<file path="src/rtl/sync_tracker.sv">
// Registers raw HSync/VSync, keeps column/row counters aligned to the VSync
// assertion edge and tracks frame-length lock with active-video and strobe decode.
module sync_tracker #(
  parameter int TOTAL_COLS    = 1040,
  parameter int TOTAL_ROWS    = 666,
  parameter int ACTIVE_COLS   = 800,
  parameter int ACTIVE_ROWS   = 600,
  parameter int CNT_WIDTH     = 12,
  parameter int HS_ACTIVE_LOW = 0,
  parameter int VS_ACTIVE_LOW = 0,
  parameter int LOCK_FRAMES   = 2
) (
  input  logic                 i_Clk,
  input  logic                 i_Rst,
  input  logic                 i_HSync,
  input  logic                 i_VSync,
  output logic                 o_HSync,
  output logic                 o_VSync,
  output logic [CNT_WIDTH-1:0] o_Col_Count,
  output logic [CNT_WIDTH-1:0] o_Row_Count,
  output logic                 o_Frame_Start,
  output logic                 o_Line_Start,
  output logic                 o_Active,
  output logic                 o_Locked,
  output logic                 o_Sync_Err
);

  // state     | meaning
  // SEARCH    | no frame reference yet, waiting for the first VSync edge
  // TRACK     | counting consecutive well-formed frames toward lock
  // LOCKED    | frame length confirmed; violations raise o_Sync_Err

  localparam logic [1:0] ST_SEARCH = 2'd0;
  localparam logic [1:0] ST_TRACK  = 2'd1;
  localparam logic [1:0] ST_LOCKED = 2'd2;

  localparam logic [CNT_WIDTH-1:0] COL_LAST = CNT_WIDTH'(TOTAL_COLS - 1);
  localparam logic [CNT_WIDTH-1:0] ROW_LAST = CNT_WIDTH'(TOTAL_ROWS - 1);
  localparam logic [CNT_WIDTH-1:0] ACT_COLS = CNT_WIDTH'(ACTIVE_COLS);
  localparam logic [CNT_WIDTH-1:0] ACT_ROWS = CNT_WIDTH'(ACTIVE_ROWS);
  localparam logic [3:0]           LOCK_TGT = 4'(LOCK_FRAMES);
  localparam logic                 VS_POL   = (VS_ACTIVE_LOW != 0);

  // Reject parameter sets the counters or match register cannot represent.
  if ((LOCK_FRAMES < 1) || (LOCK_FRAMES > 15) ||
      ((2 ** CNT_WIDTH) < TOTAL_COLS) || ((2 ** CNT_WIDTH) < TOTAL_ROWS) ||
      (HS_ACTIVE_LOW < 0) || (HS_ACTIVE_LOW > 1) ||
      (VS_ACTIVE_LOW < 0) || (VS_ACTIVE_LOW > 1)) begin : g_bad_params
    $error("sync_tracker: unsupported parameter combination");
  end

  logic [1:0] state;
  logic [3:0] match_cnt;
  logic       vs_now_a;
  logic       vs_reg_a;
  logic       fs;
  logic       frame_end;
  logic       good_frame;
  logic       bad_frame;

  assign vs_now_a   = i_VSync ^ VS_POL;
  assign vs_reg_a   = o_VSync ^ VS_POL;
  assign fs         = vs_now_a & ~vs_reg_a;
  assign frame_end  = (o_Col_Count == COL_LAST) && (o_Row_Count == ROW_LAST);
  assign good_frame = fs & frame_end;
  assign bad_frame  = fs ^ frame_end;

  always_ff @(posedge i_Clk or posedge i_Rst) begin
    if (i_Rst) begin
      o_HSync       <= 1'b0;
      o_VSync       <= 1'b0;
      o_Frame_Start <= 1'b0;
    end else begin
      o_HSync       <= i_HSync;
      o_VSync       <= i_VSync;
      o_Frame_Start <= fs;
    end
  end

  // The sync edge wins over the free-running wrap regardless of lock state.
  always_ff @(posedge i_Clk or posedge i_Rst) begin
    if (i_Rst) begin
      o_Col_Count <= '0;
      o_Row_Count <= '0;
    end else if (fs) begin
      o_Col_Count <= '0;
      o_Row_Count <= '0;
    end else if (o_Col_Count == COL_LAST) begin
      o_Col_Count <= '0;
      if (o_Row_Count == ROW_LAST) begin
        o_Row_Count <= '0;
      end else begin
        o_Row_Count <= o_Row_Count + 1'b1;
      end
    end else begin
      o_Col_Count <= o_Col_Count + 1'b1;
    end
  end

  always_ff @(posedge i_Clk or posedge i_Rst) begin
    if (i_Rst) begin
      state      <= ST_SEARCH;
      match_cnt  <= '0;
      o_Sync_Err <= 1'b0;
    end else begin
      o_Sync_Err <= 1'b0;
      case (state)
        ST_SEARCH: begin
          if (fs) begin
            state     <= ST_TRACK;
            match_cnt <= '0;
          end
        end
        ST_TRACK: begin
          if (good_frame) begin
            match_cnt <= match_cnt + 4'd1;
            if ((match_cnt + 4'd1) == LOCK_TGT) begin
              state <= ST_LOCKED;
            end
          end else if (bad_frame) begin
            match_cnt <= '0;
          end
        end
        ST_LOCKED: begin
          if (bad_frame) begin
            o_Sync_Err <= 1'b1;
            state      <= ST_TRACK;
            match_cnt  <= '0;
          end
        end
        default: begin
          state     <= ST_SEARCH;
          match_cnt <= '0;
        end
      endcase
    end
  end

  assign o_Locked     = (state == ST_LOCKED);
  assign o_Line_Start = (o_Col_Count == '0);
  assign o_Active     = o_Locked && (o_Col_Count < ACT_COLS) && (o_Row_Count < ACT_ROWS);

endmodule
</file>
<file path="config.mk">
export PLATFORM = sky130hd
export DESIGN_NAME = sync_tracker
export DESIGN_NICKNAME = d
export VERILOG_FILES = /design/src/rtl/sync_tracker.sv
export SDC_FILE = /design/constraint.sdc
export NUM_CORES = 1
export LEC_CHECK = 0
export CORE_UTILIZATION = 40
export CTS_BUF_LIST = sky130_fd_sc_hd__clkbuf_8
export DETAILED_ROUTE_END_ITERATION = 6
export PLACE_DENSITY_LB_ADDON = 0.2
export SETUP_SLACK_MARGIN = 0.1
export SLEW_MARGIN = 20
export SYNTH_ARGS = -nofsm -noshare
export SYNTH_HDL_FRONTEND = slang
export SYNTH_SLANG_ARGS = --single-unit
</file>
<file path="constraint.sdc">
create_clock -name i_Clk -period 5.4 [get_ports i_Clk]
set_clock_uncertainty 0.05 [all_clocks]
set_input_delay 0.54 -clock i_Clk [delete_from_list [all_inputs] [get_ports i_Clk]]
set_output_delay 0.54 -clock i_Clk [all_outputs]
set_load 0.05 [all_outputs]
</file>
* Yosys cells after proc, flatten, opt, wreduce, memory -nomap -nowiden *
Cells that the tools add are included.
Widths: inputs -> output; s select.

operators by class
  bitwise operators = 4
  add/sub/neg operators = 3
  reductions and logical operators = 7
  muxes and demuxes = 16
  magnitude comparators = 2
  eq/ne operators = 9

operators by type and width
  cell                   number
  $mux 12                5
  $add 12x1->12 const B  2
  $lt 12x10->1 const B   2
  $eq 12x10->1 const B   1
  $eq 12x11->1 const B   1
  $logic_not 12->1       1
  $mux 4                 3
  $pmux 4 s3             1
  $mux 2                 4
  $ne 2x2->1 const B     3
  $pmux 2 s3             1
  $add 4x1->4 const B    1
  $eq 4x2->1 const B     1
  $reduce_and 4->1       1
  $logic_and 1x1->1      3
  $and 1x1->1            2
  $eq 2x1->1 const B     1
  $eq 2x2->1 const B     1
  $logic_not 2->1        1
  $mux 1                 2
  $ne 2x1->1 const B     1
  $reduce_bool 2->1      1
  $not 1->1              1
  $xor 1x1->1            1

storage, ports and cells
  bits of input ports = 4
  output and inout bits = 31
  bits in registers = 34
  logic and storage cells = 49

* Longest topological paths before layout *
Gate-level depths: netlist (run 1).

  depth after elaboration = 6
  depth in mapped cells = 10
  mapped depth without buffers = 10

* Worst setup path after synthesis (run 1) *
Ideal clock, no wire load.

  path kind = reg2reg
  start point = register o_Col_Count[0]
  end point = register state[0]
  required time = 5,271 ps
  library setup time = 79 ps
  stages on the path, launching flop included = 11
  path slack = 2,708 ps
  arrival time = 2,562 ps
  period minus slack after synthesis = 2,692 ps
  cells stage by stage = dfrtp_1 -> ha_1 -> and3_1 -> buf_4 -> nand4_2 -> nor2_1 -> ha_1 -> nor2b_1 -> a21oi_1 -> a41oi_1 -> mux2i_1

on the way
  cells in the longest elaborated chain, start to end = 5

RTL lines
  element                                                    RTL line  RTL
  start: declaration                                         19        output logic [CNT_WIDTH-1:0] o_Col_Count,
  start signal: assignment                                   96        o_Col_Count <= o_Col_Count + 1'b1;
  $eq 12x11->1 (*)                                           64        assign frame_end = (o_Col_Count == COL_LAST) && (o_Row_Count == ROW_LAST);
  $logic_and 1x1->1 (*)                                      64
  $and 1x1->1 / $xor 1x1->1 (equally long branches)          65, 66
  $ne 2x2->1 (no line) / $ne 2x1->1 (equally long branches)  --
  $reduce_and 4->1 (no line) (*)                             --
  end signal: assignment                                     102       state <= ST_SEARCH;
  end signal: assignment                                     110       state <= ST_TRACK;
  end signal: assignment                                     118       state <= ST_LOCKED;
  end: declaration                                           52        logic [1:0] state;

Mark *: on every way between the ends. The rest lies on a longest branch, timed or not.
A chain may end at the register's enable or synchronous reset.

* Final worst setup path (run 1) *
  start point = register o_Col_Count[5]
  end point = output port o_Active

on the way
  cells in the longest elaborated chain, start to end = 3

RTL lines
  element                         RTL line  RTL
  $lt 12x10->1                    141       assign o_Active = o_Locked && (o_Col_Count < ACT_COLS) && (o_Row_Count < ACT_ROWS);
  $logic_and 1x1->1 (2 in a row)  141
  end: declaration                23        output logic o_Active,

No other way between the ends.

==> flow_summary.yaml, run 1 <==
run_status:
  run_status: "finished, final reports clean"
placed_design:
  dp_cells: 307
  portBuffers: 34
  dp_hpwl_mm: 3.23
  gp_congestion: 0.799
clock_network:
  cts_tree: "yes"
  ctsResizeCount: 0
  cts_setup_buffers: 0
  clock_latency_ps: 280
  cts.sinks: 34
  cts_hold_buf: 0
  clk_pin_slew_ps: 60
  cts-root-buf: "clkbuf_8"
  cts_max_level: 2
  cts_buffers: 5
  cts_buffer_depth: 2
routing:
  drc_errors: 0
  drt_iter0_drc: 48
  vias: 1760
  dr.pass1.iters: 4
  wl_mm: 4.54
  antenna_left: 0
  wl_per_cell_um: 14.4
  avgViaCountPerCell: 5.59
floorplanning:
  initial_core_util_pct: 42.0
  dieArea_um2: 5310
  die_y_um: 72.9
  io_pins: 35
  die_x_um: 72.9
  core_um2: 4790
  fp-row-count: 25
worst_setup_path:
  worstPathArrival_ps: 2290
  crit_chain: "nor3_4 -> o2111ai_1 -> a21oi_1 -> clkdlybuf4s50_1"
  end_kind: "primary output"
  cp_num_cells: 4
  slowest_stage: "clkdlybuf4s50_1"
  path_buf_inv: 1
  cp-start-kind: "register"
  reg2regPathDepth: 9
  crit_path_max_incr_delay_ps: 830
  path_delay_family: "buffers and inverters"
  crit_type: "reg -> out"
  cp_max_fo: 6
  required_ps: 4810
synth:
  syn-instance-count: 209
  synthArstFlopShare_pct: 100
  ys_ff_latch: 34
  synthDistinctLibCells: 46
  synth_edf_count: 0
  syn-num-nets: 224
  avgSynthCellArea_um2: 9.61
  synth_area_um2: 2010
  yosysSeqAreaShare_pct: 42.3
  yosysWarnings: 0
  synthFlopType: "dfrtp_1"
finish:
  finalCoreUtilization_pct: 52.5
  drive_above_1_share_pct: 6.45
  multi_input_area_um2: 1080
  nNetsFinal: 262
  final-seq-area_um2: 851
  final_cell_mix: "clkdlybuf4s50_1 (34), dfrtp_1 (34), a21oi_1 (16)"
  diodes: 0
  fill_cells: 456
  final_cell_count_no_fill: 315
  synthToLayoutAreaGrowth_pct: 25.0
power_and_ir_drop:
  leakage_uw: 0.00105
  ir_drop_mv: 0.119
  p_per_area_nw_per_um2: 245
  combPwrFrac_pct: 22.3
  internal_power_uw: 415
  switching_share_pct: 32.6
  p_sw_uw: 201
  clkPwrFrac_pct: 31.1
  power_frac_seq_pct: 46.6
timing:
  setup_viol: 0
  fmax_ghz: 0.348
  slew_headroom_pct: 61.1
  min_period_ps: 2880
  finalSetupTns_ps: 0
  hold_viol_final: 0
  worstMarginPinSlew_ps: 575
  period_share_pct: 53.3
  maxSlewViolCount: 0
  rsz0062_at_grt: "false"
min_path:
  hold_depth: 1
  hp-class: "reg -> reg"
global_routing:
  grt_max_degree: 35
  antenna_found_initial: 0
  grtUsageTotal_pct: 18.3
  gr-total-overflow: 0
  grt_first_pass_wirelength_mm: 7.36
  grt_pass1_vias: 1561
run:
  maxCapViolCount: 0
==> Yosys cell counts (all sizes together) (2+ instances only) <==
library cell,instances,share of area [%]
a21oi,16,4.0
a22o,2,0.87
a22oi,2,0.75
a41oi,2,1.8
and2,4,1.2
and3,3,0.93
and4,3,1.3
buf,3,0.87
dfrtp,34,42
ha,11,6.8
inv,14,2.6
mux2,2,1.1
mux2i,4,2.0
nand2,12,2.2
nand2b,3,0.93
nand3,13,3.2
nand4,7,2.5
nor2,14,2.6
nor3,6,2.6
nor4,3,0.93
nor4b,2,0.87
o21ai,11,2.9
o31ai,6,2.2
or3,5,1.6
or4,6,2.2
xnor2,7,3.1
xor2,2,0.87
==> area by class of cell <==
class	count	area share (%)
well taps	67	3.34
multi-input cells	157	43.2
inverters	14	2.09
clock buffers	6	3.29
clock inverters	2	0.349
repair buffers	35	13.9
flip-flops and latches	34	33.9
==> path summary, 6_finish.rpt <==
check | startpoint | to | slack, ps
max | o_Col_Count[5] | o_Active | 2520
min reg2reg | o_Col_Count[0] | o_Col_Count[0] | 500
max in group asynchronous | i_Rst | o_Row_Count[0] | 4380
max reg2reg | o_Col_Count[0] | state[0] | 2700
min | o_Col_Count[0] | o_Col_Count[0] | 500
min in group asynchronous | i_Rst | o_Col_Count[7] | 610
==> power groups by stage <==
stage               Combinational [uW]  Clock, uW  Sequential, uW
floorplan                         51.6          0             331
finish                             137        192             287
global route                       147        209             290
detailed placement                 138          0             291
CTS                                139        198             287
global placement                   137          0             292
==> worst reg2reg max path, delay by kind of cell (launching register included) <==
family	cells	cell delay, ps
simple gates	4	1070
mux	1	200
flops	1	440
fa+ha+maj	2	510
compound gates	2	350
==> cell families after synthesis <==
family | after synthesis | synth area share [%]
DFF | 34 | 42.3
buffers and inverters | 18 | 3.67
AOI/OAI and AO/OA | 48 | 16.2
and+or+nand+nor | 83 | 23.9
muxes | 6 | 3.11
adders and majority gates | 11 | 6.85
xor gates and xnor gates | 9 | 3.92
==> sequential cells by signal, indices dropped and copies added (netlist names) <==
name,flops
o_Frame_Start,1
state,2
o_HSync,1
o_Row_Count,12
o_Sync_Err,1
o_Col_Count,12
match_cnt,4
o_VSync,1
==> metrics by stage <==
step	cell area (um^2)	hold WS (ps)	power (uW)	setup WS, ps
after detailed placement	2420	504	430	2580
after global placement	2420	479	428	2680
after CTS	2510	511	624	2510
after floorplan	2010	488	382	2710
after global routing	2510	544	646	2480
final	2510	505	615	2520
==> layer usage <==
| layer | GRT usage (%) | wire [um] |
|---|---|---|
| met3 | 3.73 | 193 |
| met5 | 0 | 0 |
| met2 | 30.2 | 2130 |
| met4 | 6.54 | 48 |
| met1 | 23.9 | 2160 |
Power figures use the tool's default switching activity.
==> run 2, diff against run 1 <==
==> constraint.sdc (replaced) <==
create_clock -name i_Clk -period 2.3 [get_ports i_Clk]
set_clock_uncertainty 0.05 [all_clocks]
set_input_delay 0.23 -clock i_Clk [delete_from_list [all_inputs] [get_ports i_Clk]]
set_output_delay 0.23 -clock i_Clk [all_outputs]
set_load 0.05 [all_outputs]
==> run 2 against run 1 <==
  * Count of clock-buffer cells in the layout is 1 lower
  * Via count increased by 1.8%
  * Sequential share of layout area down 3.0 points
  * Global-route usage up 1.4 points
  * Clock power up 120%
  * Combinational power is 150% higher
  * First-iteration DRC count grew 25%
  * Wire length grew 6.1%
  * Final cell count is 6.7% higher
  * Design area grew 12%
  * Non-clock buffer count is 21 higher
  * Hold slack got worse by 250 ps
==> flow_summary.yaml, run 2 (synthesized netlist as in run 1, its figures left out) <==
routing:
  antenna_left: 0
  dr.pass1.iters: 4
  wl_mm: 4.82
  vias: 1791
  drc_errors: 0
  wl_per_cell_um: 14.3
  avgViaCountPerCell: 5.33
  drt_iter0_drc: 60
worst_setup_path:
  crit_chain: "ha_1 -> nor4b_4 -> nand3_2 -> nor2_4 -> ha_4 -> a21boi_1 -> a41oi_2 -> mux2i_1"
  worstPathArrival_ps: 2240
  cp_max_fo: 6
  reg2reg_setup_slack_ps: 170
  path_delay_family: "simple AND/OR/NAND/NOR gates"
  end_kind: "register"
  cp-startpoint: "o_Row_Count[0]"
  crit_type: "reg -> reg"
  slowest_stage: "dfrtp_2"
  crit_path_max_incr_delay_ps: 420
  path_buf_inv: 0
  reg2regPathDepth: 8
  required_ps: 2410
  cp-start-kind: "register"
  rr_startpoint: "o_Row_Count[0]"
  rr_endpoint: "state[0]"
global_routing:
  grt_max_degree: 22
  gr-total-overflow: 0
  antenna_found_initial: 0
  grtUsageMet1_pct: 25.6
  grt_use_met2_pct: 32.1
  grt_first_pass_wirelength_mm: 7.91
  grtUsageTotal_pct: 19.7
  grt_use_met3_pct: 4.28
  grt_pass1_vias: 1679
  grt.busiest_layer: "met2"
clock_network:
  clock_latency_ps: 290
  cts_buffers: 5
  cts_tree: "yes"
  cts_max_level: 2
  cts.sinks: 34
  clk_pin_slew_ps: 80
  cts-root-buf: "clkbuf_8"
  cts_hold_buf: 0
  cts_buffer_depth: 2
timing:
  worstMarginPinSlew_ps: 617
  worst_slack_ps: 174
  finalSetupTns_ps: 0
  rsz0062_at_grt: "false"
  fmax_ghz: 0.470
  slew_headroom_pct: 58.9
  period_share_pct: 92.4
  setup_viol: 0
  hold_ws_ps: 257
  hold_viol_final: 0
  maxSlewViolCount: 0
  min_period_ps: 2130
power_and_ir_drop:
  leakage_uw: 0.00113
  ir_drop_mv: 0.289
  p_per_area_nw_per_um2: 513
placed_design:
  gp_congestion: 0.845
  post_dp_cell_area_um2: 2640
  place_ws_ps: 42.6
  portBuffers: 34
  dp_cells: 324
  dp_hpwl_mm: 3.52
run_status:
  run_status: "finished, final reports clean"
floorplanning:
  die_y_um: 72.9
  fp-row-count: 25
  die_x_um: 72.9
  io_pins: 35
  core_um2: 4790
  dieArea_um2: 5310
  initial_core_util_pct: 42.0
finish:
  nNetsFinal: 283
  reg.largest.list: "o_Col_Count: 12 flops, o_Row_Count: 12 flops, match_cnt: 4 flops"
  synthToLayoutAreaGrowth_pct: 39.5
  drive_above_1_share_pct: 22.7
  diodes: 0
  final_common_cell: "clkdlybuf4s50_1"
  final_area_um2: 2800
  fill_cells: 431
  final_cell_mix: "clkdlybuf4s50_1 (31), dfrtp_1 (23), buf_4 (22)"
  final_cell_count_no_fill: 336
min_path:
  hp-class: "in -> async"
run:
  maxCapViolCount: 0
## run 2: changes by cell type in the layout (fill, tap and decap cells not counted), sizes merged
cell           delta
buf              +23
clkbuf            -1
clkdlybuf4s50     -3
clkinv            -1
dlygate4sd2       +1
inv               +2
## run 2: worst reg2reg max path: stages, from the launching register on
cell,delay (ps)
dfrtp_2,420
ha_1,160
nor4b_4,240
nand3_2,160
nor2_4,130
ha_4,170
a21boi_1,340
a41oi_2,190
mux2i_1,150
## run 2: how the worst max path moves through the flow
stage / end / slack, ps / depth (start not counted)
after global routing: state[1] / 70 / 9
after floorplan: state[0] / -3 / 10
after global placement: state[0] / 130 / 10
after CTS: state[0] / 70 / 10
after detailed placement: state[0] / 40 / 10
final: state[0] / 170 / 8
## run 2: area by class of cell
cell class | count | area [um^2] | area share [%]
clock inverters | 3 | 11.3 | 0.402
inverters | 14 | 52.6 | 1.87
flip-flops and latches | 34 | 865 | 30.8
repair buffers | 56 | 524 | 18.7
well taps | 67 | 83.8 | 2.99
multi-input cells | 157 | 1200 | 42.7
clock buffers | 5 | 68.8 | 2.46
## run 2: per-stage QoR
stage / util, % / total power, uW
floorplan: - / 914
detailed placement: 55.2 / 1040
CTS: 57.0 / 1460
finish: 58.6 / 1440
global placement: 55.2 / 1030
global route: 58.6 / 1500
## run 2: layer usage
| layer | share of wire, % | wire length (um) |
|---|---|---|
| met5 | 0 | 0 |
| met4 | 1.3 | 64 |
| met3 | 3.2 | 155 |
| met2 | 48 | 2320 |
| met1 | 47 | 2280 |
## run 2: power breakdown
part | switching [uW] | internal [uW]
Sequential | 49.0 | 632
Clock | 213 | 202
Combinational | 221 | 121
Total | 483 | 954
## run 2: timing repair
action,in CTS,in global routing
gates cloned,0,0
endpoints found under the hold margin,0,0
resized for setup,2,8
buffers inserted,0,4
pin swaps,0,4
setup endpoints to repair,3,6
